### src/rtl/redux_pkg.sv
// rtl/redux_pkg.sv - shared widths, funct codes, FSM states and instruction layout for controle_ula
package redux_pkg;

    localparam int DATA_W  = 8;
    localparam int REG_N   = 4;
    localparam int IDX_W   = 2;
    localparam int FUNCT_W = 4;
    localparam int OPC_W   = 3;

    localparam logic [FUNCT_W-1:0] OP_NOT = 4'd0;
    localparam logic [FUNCT_W-1:0] OP_AND = 4'd1;
    localparam logic [FUNCT_W-1:0] OP_OR  = 4'd2;
    localparam logic [FUNCT_W-1:0] OP_XOR = 4'd3;
    localparam logic [FUNCT_W-1:0] OP_ADD = 4'd4;
    localparam logic [FUNCT_W-1:0] OP_SUB = 4'd5;
    localparam logic [FUNCT_W-1:0] OP_SHL = 4'd6;
    localparam logic [FUNCT_W-1:0] OP_SRR = 4'd7;
    localparam logic [FUNCT_W-1:0] F_LI   = 4'd8;
    localparam logic [FUNCT_W-1:0] F_MOV  = 4'd9;
    localparam logic [FUNCT_W-1:0] F_OUT  = 4'd10;

    typedef enum logic [1:0] {
        ESPERA = 2'd0,
        EXEC   = 2'd1,
        IMED   = 2'd2
    } estado_t;

    typedef struct packed {
        logic [FUNCT_W-1:0] funct;
        logic [IDX_W-1:0]   x;
        logic [IDX_W-1:0]   y;
    } instr_t;

    // Funct codes 0..7 map straight onto the ULA opcode
    function automatic logic is_alu(input logic [FUNCT_W-1:0] funct);
        return ~funct[FUNCT_W-1];
    endfunction

endpackage

### src/rtl/banco_regs.sv
// rtl/banco_regs.sv - 4x8 register file, two combinational read ports, one synchronous write port
module banco_regs
    import redux_pkg::*;
(
    input  logic              clk,
    input  logic              rst,
    input  logic [IDX_W-1:0]  ra_addr_i,
    input  logic [IDX_W-1:0]  rb_addr_i,
    output logic [DATA_W-1:0] ra_data_o,
    output logic [DATA_W-1:0] rb_data_o,
    input  logic              we_i,
    input  logic [IDX_W-1:0]  wa_i,
    input  logic [DATA_W-1:0] wd_i
);

    logic [DATA_W-1:0] regs_q [REG_N];

    assign ra_data_o = regs_q[ra_addr_i];
    assign rb_data_o = regs_q[rb_addr_i];

    always_ff @(posedge clk or posedge rst) begin
        if (rst) begin
            for (int i = 0; i < REG_N; i++) begin
                regs_q[i] <= '0;
            end
        end else if (we_i) begin
            regs_q[wa_i] <= wd_i;
        end
    end

endmodule

### src/rtl/controle_ula.sv
// rtl/controle_ula.sv - multicycle sequencer feeding the external 8-bit ULA from a private register file
module controle_ula
    import redux_pkg::*;
(
    input  logic              clk,
    input  logic              rst,
    input  logic [DATA_W-1:0] instr,
    input  logic              instr_valid,
    output logic              instr_ready,
    output logic [DATA_W-1:0] ula_ra,
    output logic [DATA_W-1:0] ula_rb,
    output logic [OPC_W-1:0]  ula_opcode,
    input  logic [DATA_W-1:0] ula_result,
    output logic [DATA_W-1:0] saida,
    output logic              saida_valid,
    output logic              zero
);

    instr_t            ins;
    estado_t           state_q;
    logic [IDX_W-1:0]  ir_x_q;
    logic [DATA_W-1:0] rd_a;
    logic [DATA_W-1:0] rd_b;
    logic              hs;
    logic              we_d;
    logic [IDX_W-1:0]  wa_d;
    logic [DATA_W-1:0] wd_d;

    logic [DATA_W-1:0] ula_ra_q;
    logic [DATA_W-1:0] ula_rb_q;
    logic [OPC_W-1:0]  ula_opcode_q;
    logic [DATA_W-1:0] saida_q;
    logic              saida_valid_q;
    logic              zero_q;

    assign ins         = instr_t'(instr);
    assign instr_ready = (state_q != EXEC);
    assign hs          = instr_valid & instr_ready;

    assign ula_ra      = ula_ra_q;
    assign ula_rb      = ula_rb_q;
    assign ula_opcode  = ula_opcode_q;
    assign saida       = saida_q;
    assign saida_valid = saida_valid_q;
    assign zero        = zero_q;

    // Reads always follow the byte on instr; only ESPERA ever consumes them
    banco_regs u_banco_regs (
        .clk       (clk),
        .rst       (rst),
        .ra_addr_i (ins.x),
        .rb_addr_i (ins.y),
        .ra_data_o (rd_a),
        .rb_data_o (rd_b),
        .we_i      (we_d),
        .wa_i      (wa_d),
        .wd_i      (wd_d)
    );

    always_comb begin
        we_d = 1'b0;
        wa_d = ins.x;
        wd_d = rd_b;
        case (state_q)
            ESPERA: begin
                we_d = hs && (ins.funct == F_MOV);
            end
            EXEC: begin
                we_d = 1'b1;
                wa_d = ir_x_q;
                wd_d = ula_result;
            end
            IMED: begin
                we_d = instr_valid;
                wa_d = ir_x_q;
                wd_d = instr;
            end
            default: begin
                we_d = 1'b0;
            end
        endcase
    end

    always_ff @(posedge clk or posedge rst) begin
        if (rst) begin
            state_q       <= ESPERA;
            ir_x_q        <= '0;
            ula_ra_q      <= '0;
            ula_rb_q      <= '0;
            ula_opcode_q  <= '0;
            saida_q       <= '0;
            saida_valid_q <= 1'b0;
            zero_q        <= 1'b0;
        end else begin
            saida_valid_q <= 1'b0;
            case (state_q)
                ESPERA: begin
                    if (hs) begin
                        if (is_alu(ins.funct)) begin
                            ula_ra_q     <= rd_a;
                            ula_rb_q     <= rd_b;
                            ula_opcode_q <= ins.funct[OPC_W-1:0];
                            ir_x_q       <= ins.x;
                            state_q      <= EXEC;
                        end else if (ins.funct == F_LI) begin
                            ir_x_q  <= ins.x;
                            state_q <= IMED;
                        end else if (ins.funct == F_OUT) begin
                            saida_q       <= rd_a;
                            saida_valid_q <= 1'b1;
                        end
                    end
                end
                EXEC: begin
                    zero_q  <= (ula_result == '0);
                    state_q <= ESPERA;
                end
                IMED: begin
                    if (instr_valid) begin
                        state_q <= ESPERA;
                    end
                end
                default: begin
                    state_q <= ESPERA;
                end
            endcase
        end
    end

endmodule
### config.mk
export PLATFORM = sky130hd
export DESIGN_NAME = controle_ula
export DESIGN_NICKNAME = d
export VERILOG_FILES = /design/src/rtl/redux_pkg.sv /design/src/rtl/banco_regs.sv /design/src/rtl/controle_ula.sv
export SDC_FILE = /design/constraint.sdc
export NUM_CORES = 1
export LEC_CHECK = 0
export CORE_UTILIZATION = 42
export DETAILED_ROUTE_END_ITERATION = 10
export GPL_ROUTABILITY_DRIVEN = 0
export PLACE_DENSITY = 0.66
export SLEW_MARGIN = 20
export SYNTH_ARGS = -nofsm -noshare
export SYNTH_HDL_FRONTEND = slang
export SYNTH_HIERARCHICAL = 1
export SYNTH_SLANG_ARGS = --single-unit
export TNS_END_PERCENT = 30
### constraint.sdc
create_clock -name clk -period 5.75 [get_ports clk]
set_input_delay 1.4375 -clock clk [delete_from_list [all_inputs] [get_ports clk]]
set_output_delay 1.4375 -clock clk [all_outputs]
set_load 0.02 [all_outputs]
# Word-level counts from Yosys, hierarchy flattened
# Cells that the tools add are included.
# totals
output_inout_bits	30
input_bits	19
reg_bits	65
word_cells	65
# op_classes
magnitude_cmp	4
n_eq_ne	10
bitwise_logic	6
n_mux	24
reduce_logical	9
# op_table
op	n
$mux 8	5
$bmux 8 s2	2
$bwmux 32	1
$demux 8 s2	1
$pmux 8 s2	1
$mux 2	7
$eq 4x4->1 const B	3
$ge 3x3->1 const B	3
$not 2->3	3
$reduce_and 3->1	3
$logic_not 8->1	1
$mux 1	5
$reduce_and 5->1	1
$ne 2x1->1 const B	2
$ne 2x2->1 const B	2
$pmux 2 s2	1
$lt 3x1->1 const B	1
$ne 3x3->1 const B	1
$pmux 1 s3	1
$eq 2x1->1 const B	1
$eq 2x2->1 const B	1
$logic_and 1x1->1	2
$logic_not 2->1	1
$not 1->1	2
other kinds (2)	2

# Longest topological paths before layout
# logic_depth
word_depth	9
mapped_depth	8
mapped_depth_nobuf	6

# By module
# The synthesis kept the hierarchy.
# by_module_without_submodules
mod	instances	cells_each	seq_area_each_um2	area_per_inst_um2
controle_ula	1	129	825.8	1646.6
banco_regs	1	89	800.8	1596.5

# Least setup slack after synthesis
# OpenSTA, ideal clock, no wires.
# synth_path
path_type	input port to flip-flop
start	input port instr[5]
end	register u_banco_regs/regs_q[24] in the netlist's numbering
t_required_ns	5.625
setup_ns	0.125
path_buffers	0
setup_slack_ns	2.726
stages	5
arrival_ns	2.899
path_cell_list	nor2_1 nand4_1 a211oi_1 nor3b_4 mux2_2
# synth_via
elab_chain_len	3
# synth_lines
element	line	rtl
from (decl)	controle_ula.sv:7	input logic [DATA_W-1:0] instr,
$eq 4x4->1	controle_ula.sv:66	we_d = hs && (ins.funct == F_MOV);
$logic_and 1x1->1	controle_ula.sv:66	
$pmux 1 s3	controle_ula.sv:64	case (state_q)
named net we_d	controle_ula.sv:25	logic we_d;
to (signal, indexed assignment)	banco_regs.sv:27	regs_q[wa_i] <= wd_i;
to (decl)	banco_regs.sv:16	logic [DATA_W-1:0] regs_q [REG_N];
# The timed path passes the listed nets, and every way through them passes these cells.
# A chain may end at the register's enable or synchronous reset.

# Final worst setup path
# layout_path
start	input port instr[5]
end	register u_banco_regs/regs_q[30] in the netlist's numbering
# The elaborated chain is that of the path after synthesis.

==> results.yml <==
power:
  internal_power_w: 0.001417
  swShare_pct: 35.42
  seq_power_share_pct: 35.4
  power_frac_clock_pct: 18.0
  p_leak_nw: 1.757
  power_frac_comb_pct: 46.6
  p_switching_w: 0.0007773
  power_density_nw_per_um2: 549.3
  ir_drop_uv: 225.9
  power_w: 0.002194
synthesis:
  yosys_warnings: 6
  ys_ff_latch: 65
  yosys.cell_types.count: 28
  synth_cells: 218
  synth_area_per_cell_um2: 14.88
  ys_seq_area_share_pct: 50.15
  synthesis.area_um2: 3243
  syn_nets: 241
clock_network:
  post_cts_buffers: 0
  cts.sinks: 65
  clk_path_buf_depth: 2
  hold_buffers: 0
  h-tree-depth: 3
  root_buffer: "clkbuf_8"
  path_clk_slew_ns: 0.07
  cts_tree: "yes"
  clk_latency_ns: 0.34
  cts_resized: 0
  cts_made_buffers: 9
sta:
  fin_skew_ns: 0.009461
  fin_crit_ns: 3.543
  worst_pin_slew_ns: 0.7076
  max_freq_ghz: 0.2822
  period_share_pct: 61.63
  fin_tns_setup_ns: 0
  rsz0062_at_grt: "no"
  setup_viol: 0
  hold_viol_final: 0
  slew_violations: 0
  slew_headroom_pct: 52.68
cells_and_area:
  nets: 291
  layout-drive-gt1-share_pct: 38.10
  final_area_um2: 3995
  diodes: 0
  stdcell_count: 372
  n_fill_cell: 652
  syn_to_final_growth_pct: 23.19
drt:
  avgRoutedWirePerCell_um: 17.85
  routed_wl_um: 6642
  drtIter0Drc: 69
  vias: 1988
  ant_nets: 0
  drt-pass1-iter-count: 4
  drc: 0
  viasPerCell: 5.344
setup_path:
  path_class: "input pin to flip-flop"
  r2r_setup_slack_ns: 2.95
  worstPathArrival_ns: 3.77
  crit_required_ns: 5.97
  startpoint_type: "input pin"
  path_max_fanout: 8
  critPathCaptureType: "flip-flop"
min_path:
  min_path_type: "flip-flop to flip-flop"
global_routing:
  gr-total-overflow: 0
  antenna_found_initial: 0
  grt_pass1_wl_um: 11010
  grt_pass1_vias: 2009
  grtUsageTotal_pct: 17.83
  grt_max_degree: 34
die:
  dieArea_um2: 8078
  start_util_pct: 44.01
  num_io_pins: 49
  chipHeight_um: 89.88
  die_w_um: 89.88
  rows: 31
  core-area_um2: 7370
placement:
  port_buffers: 48
  place_inst: 356
  post_dp_cell_area_um2: 3794
  dp_hpwl_um: 4653
flow_run:
  drv_cap: 0
run_status:
  status: "completed"
cells in the mapped netlist:
master,n,area share [%]
nor2b_1,1,0.19
nor2_1,12,1.4
a211oi_1,1,0.23
a21o_1,1,0.23
buf_6,3,1.0
nor4_1,3,0.58
mux2_2,44,15
a22oi_1,8,1.9
clkbuf_1,4,0.46
inv_1,8,0.93
nand3b_2,2,0.69
a41o_1,1,0.31
and3b_2,1,0.31
nand4_1,1,0.19
buf_2,4,0.62
nand4_2,1,0.39
and2_4,1,0.27
mux2_4,19,8.8
nand3_2,1,0.31
nor3b_4,1,0.58
ha_1,4,1.5
a21oi_1,9,1.4
mux4_2,16,11
nand3_1,1,0.15
o21ai_0,4,0.62
dfrtp_1,65,50
o21bai_1,1,0.23
nor3_1,1,0.15
stage by stage:
| step | utilization, % | setup slack [ns] | hold slack [ns] |
|---|---|---|---|
| final | 54.21 | 2.207 | 0.5072 |
| after global routing | 54.21 | 2.110 | 0.5319 |
| after CTS | 54.21 | 2.212 | 0.5109 |
| after detailed placement | 51.48 | 1.853 | 0.4934 |
| after global placement | 51.48 | 1.948 | 0.4866 |
| after floorplan | - | 2.726 | 0.4736 |
area by class of cell:
cell class	count	area (µm²)	area share [%]
Sequential cell	65	1627	40.71
Tap cell	99	123.9	3.101
Timing Repair Buffer	50	495.5	12.40
Clock buffer	9	123.9	3.101
Inverter	8	30.03	0.7516
Clock inverter	7	77.57	1.942
Multi-Input combinational cell	134	1518	37.99
cells by family after synthesis:
group	share of synthesized area, %
AOI/OAI and AO/OA	4.861
adders and majority gates	1.543
buffers and inverters	3.048
DFF	50.15
muxes	35.19
and+or+nand+nor	5.208
layer usage:
layer,share of wire (%),wire (µm),vias up,global-route usage [%]
met3,3.1,208,12,3.130
li1,-,-,922,-
met4,1.6,108,0,7.258
met1,47,3144,1009,24.78
met5,0,0,-,0
met2,48,3181,45,27.88
path summary, 6_finish.rpt:
kind	from	to	depth (start not counted)
setup / recovery	instr[5]	u_banco_regs/regs_q[30]	6
hold / removal	saida[0]	saida[0]	1
setup reg to reg	state_q[1]	u_banco_regs/regs_q[30]	6
hold reg to reg	saida[0]	saida[0]	1
max in group asynchronous	rst	ir_x_q[1]	3
min in group asynchronous	rst	u_banco_regs/regs_q[15]	3
placed cells by master (no fill, tap or decap), types with 2 or more instances in the layout:
| cell | netlist | layout |
|---|---|---|
| clkdlybuf4s50_1 | 0 | 48 |
| ha_1 | 4 | 4 |
| o21ai_0 | 4 | 4 |
| nor4_1 | 3 | 3 |
| dfrtp_1 | 65 | 65 |
| mux2_4 | 19 | 19 |
| buf_4 | 0 | 2 |
| nor2_1 | 12 | 12 |
| clkbuf_8 | 0 | 9 |
| inv_6 | 0 | 3 |
| nand3b_2 | 2 | 2 |
| inv_1 | 8 | 8 |
| mux2_2 | 44 | 44 |
| a21oi_1 | 9 | 9 |
| mux4_2 | 16 | 16 |
| a22oi_1 | 8 | 8 |
power by group through the flow:
| stage | registers [W] | logic, W | clock network (W) |
|---|---|---|---|
| after global placement | 0.000777 | 0.00102 | 0 |
| after global routing | 0.000804 | 0.00110 | 0.000428 |
| final | 0.000777 | 0.00102 | 0.000395 |
| after CTS | 0.000778 | 0.00103 | 0.000407 |
| after floorplan | 0.000860 | 0.000626 | 0 |
| after detailed placement | 0.000785 | 0.00103 | 0 |
sequential cells by signal, indices dropped and copies added, names as in the netlist:
register             flops
zero                     1
u_banco_regs/regs_q     32
saida_valid              1
saida                    8
ula_rb                   8
ula_opcode               3
ula_ra                   8
ir_x_q                   2
state_q                  2
critical path: stages:
cell             delay, ns
clkdlybuf4s50_1       0.52
nor2_1                0.14
nand4_1               0.11
a211oi_1              0.59
nor3b_4               0.56
mux2_2                0.40
(Power assumes the default switching activity.)
